$ cat config.mk
export PLATFORM = sky130hd
export DESIGN_NAME = debounce_sync
export DESIGN_NICKNAME = d
export VERILOG_FILES = /design/src/rtl/debounce_sync.sv
export SDC_FILE = /design/constraint.sdc
export NUM_CORES = 1
export LEC_CHECK = 0
export ABC_AREA = 1
export BUFFER_PORTS_ARGS = -buffer_cell sky130_fd_sc_hd__buf_2
export CAP_MARGIN = 20
export CORE_AREA = 2 2 39 41
export CTS_CLUSTER_DIAMETER = 30
export CTS_CLUSTER_SIZE = 12
export DETAILED_ROUTE_END_ITERATION = 12
export DIE_AREA = 0 0 41 43
export GPL_TIMING_DRIVEN = 0
export MAX_ROUTING_LAYER = met4
export SYNTH_ARGS = -nofsm -noshare
export SYNTH_HDL_FRONTEND = slang
export SYNTH_SLANG_ARGS = --single-unit
$ cat constraint.sdc
create_clock -name clk -period 2.7 [get_ports clk]
set_input_delay 0.135 -clock clk [delete_from_list [all_inputs] [get_ports clk]]
set_output_delay 0.135 -clock clk [all_outputs]
set_load 0.01 [all_outputs]
$ cat src/rtl/debounce_sync.sv
// Synchronises a raw asynchronous input and releases a level change only after it has been stable for STABLE_CYCLES samples.
// Optional saturating rejected-transition counter (glitch_cnt) is enabled by defining DEBOUNCE_GLITCH_CNT_EN.
module debounce_sync #(
  parameter int SYNC_STAGES   = 2,
  parameter int STABLE_CYCLES = 4
) (
  input  logic       clk,
  input  logic       rst_n,
  input  logic       sig_in,
  output logic       sig_out,
  output logic       busy
`ifdef DEBOUNCE_GLITCH_CNT_EN
  ,
  output logic [7:0] glitch_cnt
`endif
);

  localparam int              CW       = $clog2(STABLE_CYCLES + 1);
  localparam logic [CW-1:0]   CNT_ONE  = CW'(1);
  localparam logic [CW-1:0]   CNT_LAST = CW'(STABLE_CYCLES - 1);

  typedef enum logic [1:0] {
    STABLE_LO = 2'd0,
    PEND_HI   = 2'd1,
    STABLE_HI = 2'd2,
    PEND_LO   = 2'd3
  } state_e;

  logic [SYNC_STAGES-1:0] sync_q;
  logic                   s;
  state_e                 state_q;
  logic [CW-1:0]          cnt_q;
  logic                   sig_out_q;

  always_ff @(posedge clk or negedge rst_n) begin
    if (!rst_n) begin
      sync_q <= '0;
    end else begin
      sync_q <= {sync_q[SYNC_STAGES-2:0], sig_in};
    end
  end

  assign s = sync_q[SYNC_STAGES-1];

  // cnt_q holds the number of consecutive new-level samples seen so far in a PEND state
  always_ff @(posedge clk or negedge rst_n) begin
    if (!rst_n) begin
      state_q   <= STABLE_LO;
      cnt_q     <= '0;
      sig_out_q <= 1'b0;
    end else begin
      case (state_q)
        STABLE_LO: begin
          if (s) begin
            state_q <= PEND_HI;
            cnt_q   <= CNT_ONE;
          end
        end
        PEND_HI: begin
          if (!s) begin
            state_q <= STABLE_LO;
          end else if (cnt_q == CNT_LAST) begin
            state_q   <= STABLE_HI;
            sig_out_q <= 1'b1;
          end else begin
            cnt_q <= cnt_q + CNT_ONE;
          end
        end
        STABLE_HI: begin
          if (!s) begin
            state_q <= PEND_LO;
            cnt_q   <= CNT_ONE;
          end
        end
        PEND_LO: begin
          if (s) begin
            state_q <= STABLE_HI;
          end else if (cnt_q == CNT_LAST) begin
            state_q   <= STABLE_LO;
            sig_out_q <= 1'b0;
          end else begin
            cnt_q <= cnt_q + CNT_ONE;
          end
        end
        default: state_q <= STABLE_LO;
      endcase
    end
  end

  assign sig_out = sig_out_q;
  assign busy    = (state_q == PEND_HI) || (state_q == PEND_LO);

`ifdef DEBOUNCE_GLITCH_CNT_EN
  logic       reject;
  logic [7:0] glitch_q;

  assign reject = ((state_q == PEND_HI) && !s) || ((state_q == PEND_LO) && s);

  always_ff @(posedge clk or negedge rst_n) begin
    if (!rst_n) begin
      glitch_q <= 8'd0;
    end else if (reject && (glitch_q != 8'hFF)) begin
      glitch_q <= glitch_q + 8'd1;
    end
  end

  assign glitch_cnt = glitch_q;
`endif

endmodule

==> flow_metrics.py <==
metrics = {
    "outcome": {
        "outcome": "complete, no violations",
    },
    "clocking": {
        "post-cts-setup-buffers": 0,
        "cts_tree": "yes",
        "cts-root-buf": "clkbuf_4",
        "clk_latency_ps": 250,
        "cts.htree.levels": 1,
        "clockBufferDepth": 2,
        "cts_buffers": 3,
        "path_clk_slew_ps": 50,
        "clock-sinks": 8,
        "ctsResizeCount": 0,
    },
    "power_and_ir_drop": {
        "p_per_area_nw_per_um2": 956,
        "ir_drop_mv": 0.339,
        "leakage_nw": 0.263,
        "power_w": 0.000440,
    },
    "floorplan": {
        "num_rows": 14,
        "core_area_sq_um": 1380,
        "die_h_um": 43,
        "die_w_um": 41,
        "die_area_sq_um": 1760,
        "start_util_pct": 27.3,
        "ios": 5,
    },
    "timing": {
        "tns_ps": 0,
        "max_clock_freq_ghz": 0.777,
        "rsz0062_at_grt": "false",
        "finalCritPeriodShare_pct": 47.6,
        "slew_headroom_pct": 86.5,
        "setup_slack_ps": 1410,
        "final_hold_viol_count": 0,
        "finalSetupViolCount": 0,
        "fin_crit_ps": 1290,
        "tightest_slew_ps": 202,
        "drv_slew": 0,
        "clock_skew_ps": 2.88,
    },
    "worst_setup_path": {
        "r2r-start": "cnt_q[0]",
        "cp.required_ps": 2840,
        "worstPathArrival_ps": 1430,
        "setup.worst_path.end_class": "flip-flop",
        "worst-path-max-fanout": 7,
        "crit_start": "cnt_q[0]",
        "critPathKind": "reg -> reg",
        "startpoint_type": "flip-flop",
    },
    "synthesis": {
        "netlist_area_sq_um": 378,
        "ys_seq_area_share_pct": 53.0,
        "synth.avg_cell_area_sq_um": 8.79,
        "synth_top_area_cell": "dfrtp_1",
        "synth_cell_types": 12,
        "synth_area_leaders": "dfrtp_1 53%, nand2_1 15%, ha_1 6.6%",
        "synthesis.nets": 48,
        "yosys_warnings": 0,
        "syn_inst": 43,
        "synth_top_area_share_pct": 53.0,
        "ys_ff_latch": 8,
    },
    "hold_path": {
        "hold_path_class": "in -> async",
    },
    "route": {
        "dr.first_iter.drc_count": 6,
        "vias": 275,
        "via_per_inst": 4.04,
        "drcViolationCount": 0,
        "detail-route-antenna-nets": 0,
        "dr.pass1.iters": 3,
        "post_drt_wl_per_cell_um": 8.49,
        "drt-total-wl_um": 577,
    },
    "global_route": {
        "antenna_found_initial": 0,
        "grt_pass1_wl_um": 1060,
        "grt-ovfl-total": 0,
        "use_met3_pct": 4.71,
        "busiest_layer": "met1",
        "grt_use_met2_pct": 10.6,
        "first_global_vias": 243,
        "grt_usage_pct": 9.77,
        "grt_max_degree": 9,
        "grtUsageMet1_pct": 13.0,
    },
    "final_layout": {
        "syn2layout_area_growth_pct": 21.9,
        "fill_cells": 143,
        "final_layout_size_suffix_gt1_share_pct": 23.1,
        "most-common-layout-cells": "15 x nand2_1, 8 x dfrtp_1, 6 x inv_1, 4 x nand3_1, 4 x buf_2",
        "fin_cells": 68,
        "register_area_sq_um": 200,
        "layout_commonest_cell": "nand2_1",
        "antenna_cells": 0,
        "multi_input_area_sq_um": 148,
        "fin_nets": 59,
    },
    "placement": {
        "dp_hpwl_um": 421,
        "dp_worst_setup_slack_ps": 1420,
        "place.port_buffers": 4,
        "dp.cells": 63,
        "gp_congestion": 0.702,
    },
    "run": {
        "maxCapViolCount": 0,
    },
}
worst max-delay path, cell delays in order, from the launching register on:
cell	delay (ps)
dfrtp_1	390
ha_1	210
ha_1	210
nand2_4	110
nand3_2	130
nand2_1	80
nand2_1	50
where the power goes:
part / switching, W / internal (W)
registers: 0.0000336 / 0.000162
clock network: 0.0000379 / 0.0000507
logic: 0.0000914 / 0.0000653
total: 0.000163 / 0.000278
logic make-up after synthesis:
logic type	Yosys count	synth area share, %
flops	8	53.0
fa+ha+maj	2	6.62
buf+inv	8	7.94
simple gates	24	31.1
compound gates	1	1.32
synth_stat cells, drive strengths merged:
master and number:
nand3 6, nand2 17, ha 2, clkbuf 1
nor2 1, o21ai 1, inv 7, dfrtp 8
per-stage QoR:
stage                     hold slack, ps  utilization [%]  cell area, sq um
after global routing                 285             33.3               460
after detailed placement           -12.5             30.2               418
final                                269             33.3               460
after floorplan                     -161                -               378
after CTS                            251             33.3               460
after global placement             -14.7             30.2               418
final timing paths:
kind                         endpoint  slack [ps]  cells after the start
setup reg to reg             cnt_q[0]        1410                      6
hold / removal             state_q[0]         270                      2
hold reg to reg             sync_q[1]         350                      0
max in group asynchronous   async pin        2260                      2
min in group clk            sync_q[1]         350                      0
setup / recovery             cnt_q[0]        1410                      6
final cells by class:
| cell class | instances | share of cell area, % |
|---|---|---|
| buffer | 1 | 0.815 |
| clock buffer | 3 | 4.89 |
| inverter | 7 | 5.71 |
| multi-input combinational | 27 | 32.1 |
| sequential | 8 | 43.5 |
| tap | 16 | 4.35 |
| timing repair buffer | 6 | 8.70 |
repair_timing:
action                                  CTS  global route
endpoints found under the setup margin    0             0
endpoints found under the hold margin     9             0
hold buffers                              2             0
metal layers:
| layer | part of all wire [%] | routed length (um) | vias to the layer above |
|---|---|---|---|
| li1 | - | - | 152 |
| met1 | 48 | 278 | 118 |
| met2 | 46 | 267 | 3 |
| met3 | 4.2 | 24 | 2 |
| met4 | 1.2 | 7 | 0 |
| met5 | 0 | 0 | - |
(Power assumes the default switching activity.)
